===== src/rtl/wspr_sequencer.sv =====
// WSPR transmit sequencer: steps through a stored 4-FSK symbol list at a fixed symbol rate,
// bracketing the transmission with PTT lead/tail guard time and driving the NCO frequency word.
module wspr_sequencer #(
  parameter int unsigned SYMBOL_CYCLES = 52428800,
  parameter int unsigned NUM_SYMBOLS   = 162,
  parameter int unsigned GUARD_CYCLES  = 76800
) (
  input  logic        clk,
  input  logic        reset,
  input  logic [31:0] base_freq,
  input  logic [31:0] tone_step,
  input  logic        sym_wr,
  input  logic [7:0]  sym_addr,
  input  logic [1:0]  sym_data,
  input  logic        start,
  input  logic        abort,
  output logic [31:0] frequency,
  output logic        PTT,
  output logic        busy,
  output logic        done,
  output logic [7:0]  sym_index
);

  localparam int unsigned CNT_MAX = (SYMBOL_CYCLES > GUARD_CYCLES) ? SYMBOL_CYCLES : GUARD_CYCLES;
  localparam int unsigned CNT_W   = (CNT_MAX > 2) ? $clog2(CNT_MAX) : 1;
  localparam int unsigned ADDR_W  = (NUM_SYMBOLS > 2) ? $clog2(NUM_SYMBOLS) : 1;

  localparam logic [CNT_W-1:0] SYM_LAST   = CNT_W'(SYMBOL_CYCLES - 1);
  localparam logic [CNT_W-1:0] GUARD_LAST = CNT_W'(GUARD_CYCLES - 1);
  localparam logic [7:0]       IDX_LAST   = 8'(NUM_SYMBOLS - 1);

  typedef enum logic [1:0] {IDLE, LEAD, SEND, TAIL} state_t;

  state_t           state_q, state_n;
  logic [CNT_W-1:0] timer_q, timer_n;
  logic [7:0]       idx_n;
  logic             done_n;
  logic [31:0]      freq_n;
  logic [31:0]      tone_off;
  logic [1:0]       rd_sym;
  logic [1:0]       mem [NUM_SYMBOLS];

  // Symbol memory: writable only while idle, never cleared by reset
  always_ff @(posedge clk) begin
    if (!reset && sym_wr && (state_q == IDLE) && (32'(sym_addr) < NUM_SYMBOLS))
      mem[ADDR_W'(sym_addr)] <= sym_data;
    rd_sym <= mem[ADDR_W'(sym_index)];
  end

  // Tone offset = rd_sym * tone_step, modulo 2^32
  always_comb begin
    tone_off = 32'd0;
    case (rd_sym)
      2'd1:    tone_off = tone_step;
      2'd2:    tone_off = 32'(tone_step << 1);
      2'd3:    tone_off = 32'(tone_step + 32'(tone_step << 1));
      default: tone_off = 32'd0;
    endcase
  end

  // Next-state and next-output logic; abort overrides every non-idle transition
  always_comb begin
    state_n = state_q;
    timer_n = timer_q;
    idx_n   = sym_index;
    done_n  = 1'b0;
    case (state_q)
      IDLE: begin
        if (start && !abort) begin
          state_n = LEAD;
          timer_n = '0;
          idx_n   = 8'd0;
        end
      end
      LEAD: begin
        if (timer_q == GUARD_LAST) begin
          state_n = SEND;
          timer_n = '0;
        end else begin
          timer_n = CNT_W'(timer_q + 1'b1);
        end
      end
      SEND: begin
        if (timer_q == SYM_LAST) begin
          timer_n = '0;
          if (sym_index == IDX_LAST) state_n = TAIL;
          else                       idx_n   = 8'(sym_index + 8'd1);
        end else begin
          timer_n = CNT_W'(timer_q + 1'b1);
        end
      end
      TAIL: begin
        if (timer_q == GUARD_LAST) begin
          state_n = IDLE;
          timer_n = '0;
          idx_n   = 8'd0;
          done_n  = 1'b1;
        end else begin
          timer_n = CNT_W'(timer_q + 1'b1);
        end
      end
      default: state_n = IDLE;
    endcase
    if (abort && (state_q != IDLE)) begin
      state_n = IDLE;
      timer_n = '0;
      idx_n   = 8'd0;
      done_n  = 1'b0;
    end
    freq_n = (state_n == IDLE) ? base_freq : 32'(base_freq + tone_off);
  end

  always_ff @(posedge clk) begin
    if (reset) begin
      state_q   <= IDLE;
      timer_q   <= '0;
      sym_index <= 8'd0;
      PTT       <= 1'b0;
      busy      <= 1'b0;
      done      <= 1'b0;
      frequency <= 32'd0;
    end else begin
      state_q   <= state_n;
      timer_q   <= timer_n;
      sym_index <= idx_n;
      PTT       <= (state_n != IDLE);
      busy      <= (state_n != IDLE);
      done      <= done_n;
      frequency <= freq_n;
    end
  end

endmodule


===== config.mk =====
export PLATFORM = sky130hd
export DESIGN_NAME = wspr_sequencer
export DESIGN_NICKNAME = d
export VERILOG_FILES = /design/src/rtl/wspr_sequencer.sv
export SDC_FILE = /design/constraint.sdc
export NUM_CORES = 1
export LEC_CHECK = 0
export ABC_AREA = 0
export CORE_MARGIN = 2
export CORE_UTILIZATION = 40
export DETAILED_ROUTE_END_ITERATION = 12
export GPL_TIMING_DRIVEN = 0
export SLEW_MARGIN = 20
export SYNTH_ARGS = -nofsm -noshare
export SYNTH_HDL_FRONTEND = slang
export SYNTH_SLANG_ARGS = --single-unit

===== constraint.sdc =====
create_clock -name clk -period 9.5 [get_ports clk]
set_clock_uncertainty 0.1 [all_clocks]
set_input_delay 1.9 -clock clk [delete_from_list [all_inputs] [get_ports clk]]
set_output_delay 1.9 -clock clk [all_outputs]
set_load 0.005 [all_outputs]

# --- Word level (Yosys, flattened, before mapping) ---
# Memory sizes are Yosys's and may differ from the RTL's. A register that Yosys moved wholly into a read port is not among the register bits.
# Index checks and enable logic that the tools add are counted.
op_classes:
  multipliers: 0
  reduce_logical: 16
  bitwise_logic: 1
  eq_ne: 13
  n_lt_le_gt_ge: 1
  n_shift: 0
  n_addsub: 4
  muxes: 21
  n_div: 0
op_table:
  columns: ["operator", "n"]
  rows:
  - ["$pmux 32 s3", 1]
  - ["$mux 26", 3]
  - ["$pmux 26 s3", 1]
  - ["$add 32x32->32", 2]
  - ["$mux 32", 1]
  - ["$mux 8", 4]
  - ["$add 26x1->26 const B", 1]
  - ["$eq 26x17->1 const B", 1]
  - ["$eq 26x26->1 const B", 1]
  - ["$pmux 8 s3", 1]
  - ["$mux 2", 6]
  - ["$add 8x1->8 const B", 1]
  - ["$eq 2x2->1 const B", 4]
  - ["$eq 8x8->1 const B", 1]
  - ["$lt 8x8->1 const B", 1]
  - ["$pmux 2 s4", 1]
  - ["$ne 2x2->1 const B", 3]
  - ["$logic_and 1x1->1", 5]
  - ["$reduce_and 5->1", 1]
  - ["$eq 2x1->1 const B", 2]
  - ["$logic_not 2->1", 2]
  - ["$reduce_bool 2->1", 2]
  - ["$reduce_or 2->1", 2]
  - ["$mux 1", 3]
  - ["other kinds (5)", 6]
totals:
  output_inout_bits: 43
  latchBits: 0
  rom_bits: 0
  n_memories: 1
  ram_bits: 324
  regBits: 70
mem_list:
  columns: ["name", "words", "width", "rd", "rd_clocked_by_memory_dff", "write_ports", "line", "text"]
  rows:
  - ["mem", 162, 2, 1, 1, 1, "41", "logic [1:0] mem [NUM_SYMBOLS];"]

# --- Longest topological paths before layout ---
logic_depth:
  ltp_word: 7
  mapped_depth: 24
  mapped_depth_nobuf: 24

# --- Least setup slack after synthesis ---
# Ideal clock, no wire load.
synth_timing:
  path_kind: "input to register"
  from: "input port tone_step[0]"
  to: "register frequency[30]"
  t_arrival_ns: 6.245
  path_slack_ns: 3.035
  n_path_buf: 0
  setup_time_ns: 0.120
  cell_stages: 24
  cell_sequence: "ha_1 > fa_1 > a211oi_1 > o211ai_1 > nand4_1 > and2_1 > o21ai_0 > a21o_1 > a21oi_1 > xnor2_1 > mux2_2 > a22o_1 > ha_1 > a21o_1 > a21o_1 > a21oi_1 > o21ai_1 > a41o_1 > nor2_1 > a31oi_1 > a41o_1 > o41ai_1 > or4_1 > nand3_1"
synth_between:
  elab_chain_cells: 4
synth_rtl:
  columns: ["element", "line", "text"]
  rows:
  - ["from (decl)", "11", "input logic [31:0] tone_step,"]
  - ["$add 32x32->32", "56", "2'd3: tone_off = 32'(tone_step + 32'(tone_step << 1));"]
  - ["$pmux 32 s3 *", "53", "case (rd_sym)"]
  - ["$add 32x32->32 *", "110", "freq_n = (state_n == IDLE) ? base_freq : 32'(base_freq + tone_off);"]
  - ["$mux 32 *", "110", null]
  - ["to (signal assigned)", "129", "frequency <= freq_n;"]
  - ["to (decl)", "17", "output logic [31:0] frequency,"]
# Every way passes the cells marked *; elsewhere a longest branch is shown, timed or not.
# A chain may end at the register's enable or synchronous reset.

# --- Final worst setup path ---
layout_timing:
  from: "input port tone_step[1]"
  to: "register frequency[30]"
# The elaborated chain is that of the path after synthesis.

==> impl_metrics.json <==
{
  "synth_top_area_share_pct": 48.9,
  "finalNonFillerCells": 2440,
  "synth_top_flop_cell": "edfxtp_1",
  "power_density_mw_per_mm2": 178,
  "routabilityCongestion": 0.887,
  "maxSlewViolCount": 0,
  "swShare_pct": 25.6,
  "track_usage_pct": 20.6,
  "syn_area_per_cell_um2": 12.6,
  "critical_path_class": "input pin to register",
  "status": "completed",
  "endpoint_kind": "register",
  "fin_tns_setup_ps": 0,
  "io-pin-count": 122,
  "vias_per_cell": 5.57,
  "reg2regPathDepth": 18,
  "ys_seq_elements": 396,
  "cts.sinks": 396,
  "finalHoldViolCount": 0,
  "relSlewSlack_pct": 27.6,
  "dieArea_mm2": 0.0515,
  "final_cell_mix": "324 x edfxtp_1, 261 x nor2_1, 116 x nand2_1",
  "path_max_fanout": 6,
  "hold_end": "timer_q[0]$_SDFFE_PP0N_",
  "rr_endpoint": "frequency[30]$_SDFF_PP0_",
  "portBuffers": 117,
  "wl_per_cell_um": 21.4,
  "critical_path_required_ps": 9860,
  "synth_area_mm2": 0.0199,
  "ir_drop_mv": 0.132,
  "cap_violations": 0,
  "die_w_um": 227,
  "yosys_warnings": 0,
  "tritoncts": "done",
  "fin_total_pwr_mw": 4.15,
  "yosysTopAreaCell": "edfxtp_1",
  "synth_nets": 1723,
  "seqCellArea_mm2": 0.0112,
  "post_cts.repair.setup_buffers": 0,
  "async_reset_ff_share_pct": 0,
  "final_common_cell": "edfxtp_1",
  "layout-drive-gt1-share_pct": 13.2,
  "cts_resized": 0,
  "startpoint_type": "input pin",
  "p_sw_mw": 1.06,
  "num-nets-final": 1887,
  "syn2layout_area_growth_pct": 17.0,
  "place_ws_ps": 1690,
  "synthDistinctLibCells": 76,
  "die_h_um": 227,
  "wl_mm": 52.3,
  "hp-class": "register to register",
  "p_comb_share_pct": 16.0,
  "dr.pass1.iters": 8,
  "tightest_slew_ps": 1090,
  "antenna_found_initial": 1,
  "reg2reg_slack_ps": 4300,
  "max_freq_ghz": 0.138,
  "drc": 0,
  "grt_pass1_wl_mm": 80.4,
  "vias": 13601,
  "min_from": "timer_q[0]$_SDFFE_PP0N_",
  "drt-initial-drc-count": 1106,
  "core_area_mm2": 0.0491,
  "clockBufferDepth": 3,
  "fill_cells": 4460,
  "htreeDepth": 2,
  "rsz0062_at_grt": "false",
  "row_count": 81,
  "ant_nets": 0,
  "post-route-min-period_ps": 7270,
  "seqPwrFrac_pct": 45.7,
  "fin_crit_sh_pct": 76.5,
  "cts_hold_buf": 0,
  "placed_cells": 2361,
  "pwr-share-clk_pct": 38.3,
  "multiInputGateArea_mm2": 0.00830,
  "ys_seq_area_share_pct": 56.2,
  "worst_ep_arrival_time_ps": 7630,
  "root_buffer": "clkbuf_16",
  "syn-instance-count": 1578,
  "grt_overflow": 0,
  "clk_latency_ps": 570,
  "initial_utilization_pct": 40.6,
  "synth_edf_count": 324,
  "finalSetupViolations": 0,
  "clkTransAtPathRegs_ps": 60,
  "synth.area.top_cells": "edfxtp_1 49%, mux4_2 12%, dfxtp_1 7.2%, nor2_1 4.9%, ha_1 4.0%",
  "p_leak_nw": 7.71,
  "internal-power_mw": 3.09,
  "hold_depth": 1,
  "grt_max_degree": 105,
  "grt_pass1_vias": 13726,
  "whs_ps": 401,
  "cts_made_buffers": 43,
  "finalWorstSetupSlack_ps": 2230,
  "dp_hpwl_mm": 35.9,
  "timing.rr.start": "rd_sym[0]$_DFF_P_"
}
routing by layer:
layer	global-route usage (%)	part of all wire, %
met4	6.33	2.6
met1	27.5	43
met5	0	0
met3	2.70	5.5
met2	35.2	49
worst max-delay path, stage by stage:
cell and delay [ps]:
clkdlybuf4s50_1 510, ha_1 270, fa_1 430, a211oi_1 420, o211ai_1 200, nand4_1 170, and2_1 170, o21ai_0 140
a21o_1 210, a21oi_1 180, xnor2_1 100, mux2_2 270, a22o_1 210, ha_1 350, a21o_1 190, a21o_1 180
a21oi_1 130, o21ai_1 100, a41o_1 270, nor2_1 150, a31oi_1 140, a41o_1 280, o41ai_1 400, or4_1 180
nand3_1 50
synth_stat cells, drive strengths merged, types with 6 or more instances:
cell and n:
a211oi 14, a21o 32, a21oi 89, a22o 23, a311oi 6, a31oi 12
and2 9, and3 13, buf 23, clkbuf 59, dfxtp 72, edfxtp 324
ha 64, inv 21, mux2 21, mux4 104, nand2 116, nand2b 8
nand3 35, nand4 15, nor2 262, nor2b 16, nor3 25, nor4 10
o211ai 7, o21a 7, o21ai 54, o31ai 6, or2 6, xnor2 33
xor2 19
logic make-up after synthesis:
| group | after synthesis | share of synthesized area (%) |
|---|---|---|
| mux | 129 | 13.2 |
| buf+inv | 103 | 2.11 |
| flops | 396 | 56.2 |
| compound gates | 291 | 9.72 |
| fa+ha+maj | 66 | 4.23 |
| simple gates | 541 | 12.3 |
| xor+xnor | 52 | 2.29 |
power groups by stage:
stage               Combinational (mW)  Clock (mW)  Sequential, mW
finish                           0.663        1.59            1.90
global route                     0.727        1.68            1.90
CTS                              0.662        1.62            1.90
detailed placement               0.658           0            1.94
global placement                 0.650           0            1.95
floorplan                        0.434           0            1.94
sequential cells by signal, indices dropped and copies added (netlist names):
register	cells
busy	1
mem	324
rd_sym	2
state_q	2
frequency	32
timer_q	26
done	1
sym_index	8
worst max path at each step:
stage                             from                       end  slack [ps]  cells past startpoint
after floorplan           tone_step[0]  frequency[30]$_SDFF_PP0_        3030                     24
after global placement    tone_step[1]  frequency[30]$_SDFF_PP0_        1790                     25
after global routing      tone_step[1]  frequency[30]$_SDFF_PP0_        1810                     25
after detailed placement  tone_step[1]  frequency[30]$_SDFF_PP0_        1690                     25
after CTS                 tone_step[1]  frequency[30]$_SDFF_PP0_        2280                     25
final                     tone_step[1]  frequency[30]$_SDFF_PP0_        2230                     25
metrics by stage:
stage	cell area (µm²)	utilization (%)
2_1_floorplan	19900	-
3_3_place_gp	21900	44.6
3_5_place_dp	22000	44.8
4_1_cts	23300	47.5
5_1_grt	23300	47.5
6_report	23300	47.5
layout make-up:
| class | instances | area share [%] |
|---|---|---|
| Sequential cell | 396 | 48.0 |
| Multi-Input combinational cell | 1079 | 35.7 |
| Timing Repair Buffer | 119 | 5.28 |
| Clock buffer | 51 | 4.75 |
| Tap cell | 664 | 3.57 |
| Buffer | 82 | 1.48 |
| Clock inverter | 27 | 0.935 |
| Inverter | 21 | 0.339 |
| Antenna cell | 1 | 0.0107 |
Note: power is estimated with default switching activity, not from simulation.
==> variant (same flow settings) <==
`SYMBOL_CYCLES`: 52428800 -> 104857600.
--- a/src/rtl/wspr_sequencer.sv
+++ b/src/rtl/wspr_sequencer.sv
@@ -1,7 +1,7 @@
 // WSPR transmit sequencer: steps through a stored 4-FSK symbol list at a fixed symbol rate,
 // bracketing the transmission with PTT lead/tail guard time and driving the NCO frequency word.
 module wspr_sequencer #(
-  parameter int unsigned SYMBOL_CYCLES = 52428800,
+  parameter int unsigned SYMBOL_CYCLES = 104857600,
   parameter int unsigned NUM_SYMBOLS   = 162,
   parameter int unsigned GUARD_CYCLES  = 76800
 ) (
Behaviour: same outputs for any inputs over 4 cycles, from zero or initial values and one cycle with reset high; that may be too few to reach the edited logic, so the function may still have changed.
==> variant against the unedited design <==
  * Final cell count shrank 0.37%
  * Wire length increased by 0.67%
  * Via count shrank 0.53%
  * Setup slack got worse by 0.19 ns
  * Sequential power barely moved
  * Core utilization up 0.15 points
  * Sequential cell count grew 1
  * Clock power up 5%
  * Area after synthesis fell by 0.58%
  * Critical path type unchanged
  * Critical endpoint is now frequency[31]
  * Die area down 0.57%
  * Design area shrank 0.10%
  * Power is 0.71% lower
  * Register-to-register slack gained 0.21 ns
==> variant: results (changes against the unedited design) <==
finalWeightedCongestion: 0.8856  # -0.15%
finalNetCount: 1878  # -0.48%
multi_input_cells: 1069  # -0.93%
synth_area_leaders: "edfxtp_1 (49%), mux4_2 (12%), dfxtp_1 (7.4%)"
p_seq_frac: 0.461  # +0.004
layout.nonclk_buf_frac: 0.06644  # -0.001114
r2r_cells: 16  # -2
place_worst_setup_slack_ns: 1.460  # -0.2347 ns
path_max_fanout: 5  # -1
syn_area_per_cell_um2: 12.61  # about the same
hpwlAfterDp_um: 36170  # +0.64%
syn_area_um2: 19780  # -0.58%
cp_data_arrival_time_ns: 7.85  # +0.22 ns
diodes: 0  # -1
signal_buffers: 199  # -1.0%
n_sequential_cell: 397  # +0.25%
inv_count: 22  # +4.8%
cts-buffers-inserted: 44  # +2.3%
status: "finished clean"
grt_use_met3: 0.03745  # +0.01048
met2WireLength_um: 25550  # about the same
critPathMaxStageDelay_ns: 0.53  # +0.02 ns
p_per_area_nw_per_um2: 177.2  # -0.61%
fin_area_um2: 23260  # -0.10%
dpl.cell_count: 2351  # -0.42%
via_per_inst: 5.565  # -0.16%
multi_input_area_um2: 8188  # -1.4%
rrSetupSlack_ns: 4.51  # +0.21 ns
placed_area_um2: 21840  # -0.53%
routed-wl-met3_um: 3172  # +10%
worstReg2RegEnd: "frequency[31]"
fin_cells: 2431  # -0.37%
clock_buffers: 56  # +9.8%
grt_usage: 0.2067  # +0.0005757
vdd_ir_drop_max_uv: 146.0  # +10%
reg_top3: "mem: 324 flops, frequency: 32 flops, timer_q: 27 flops"
## variant: how the worst min path moves through the flow
stage,from,to,slack (ns),depth (start not counted)
5_1_grt,timer_q[5],timer_q[5],0.40,1
2_1_floorplan,timer_q[5],timer_q[5],0.35,1
4_1_cts,timer_q[5],timer_q[5],0.39,1
6_report,timer_q[8],timer_q[8],0.40,1
3_3_place_gp,timer_q[5],timer_q[5],0.37,1
3_5_place_dp,timer_q[8],timer_q[8],0.38,1
## variant: cell families (layout without fill, tap and decap cells)
logic type                 Yosys count  after routing  share of synthesized area
and+or+nand+nor                    532            532                     0.1195
muxes                              127            127                     0.1313
xor gates and xnor gates            58             58                    0.02569
AOI/OAI and AO/OA                  286            286                    0.09503
DFF                                397            397                     0.5659
buffers and inverters              102            301                    0.02012
adders and majority gates           66             66                    0.04252
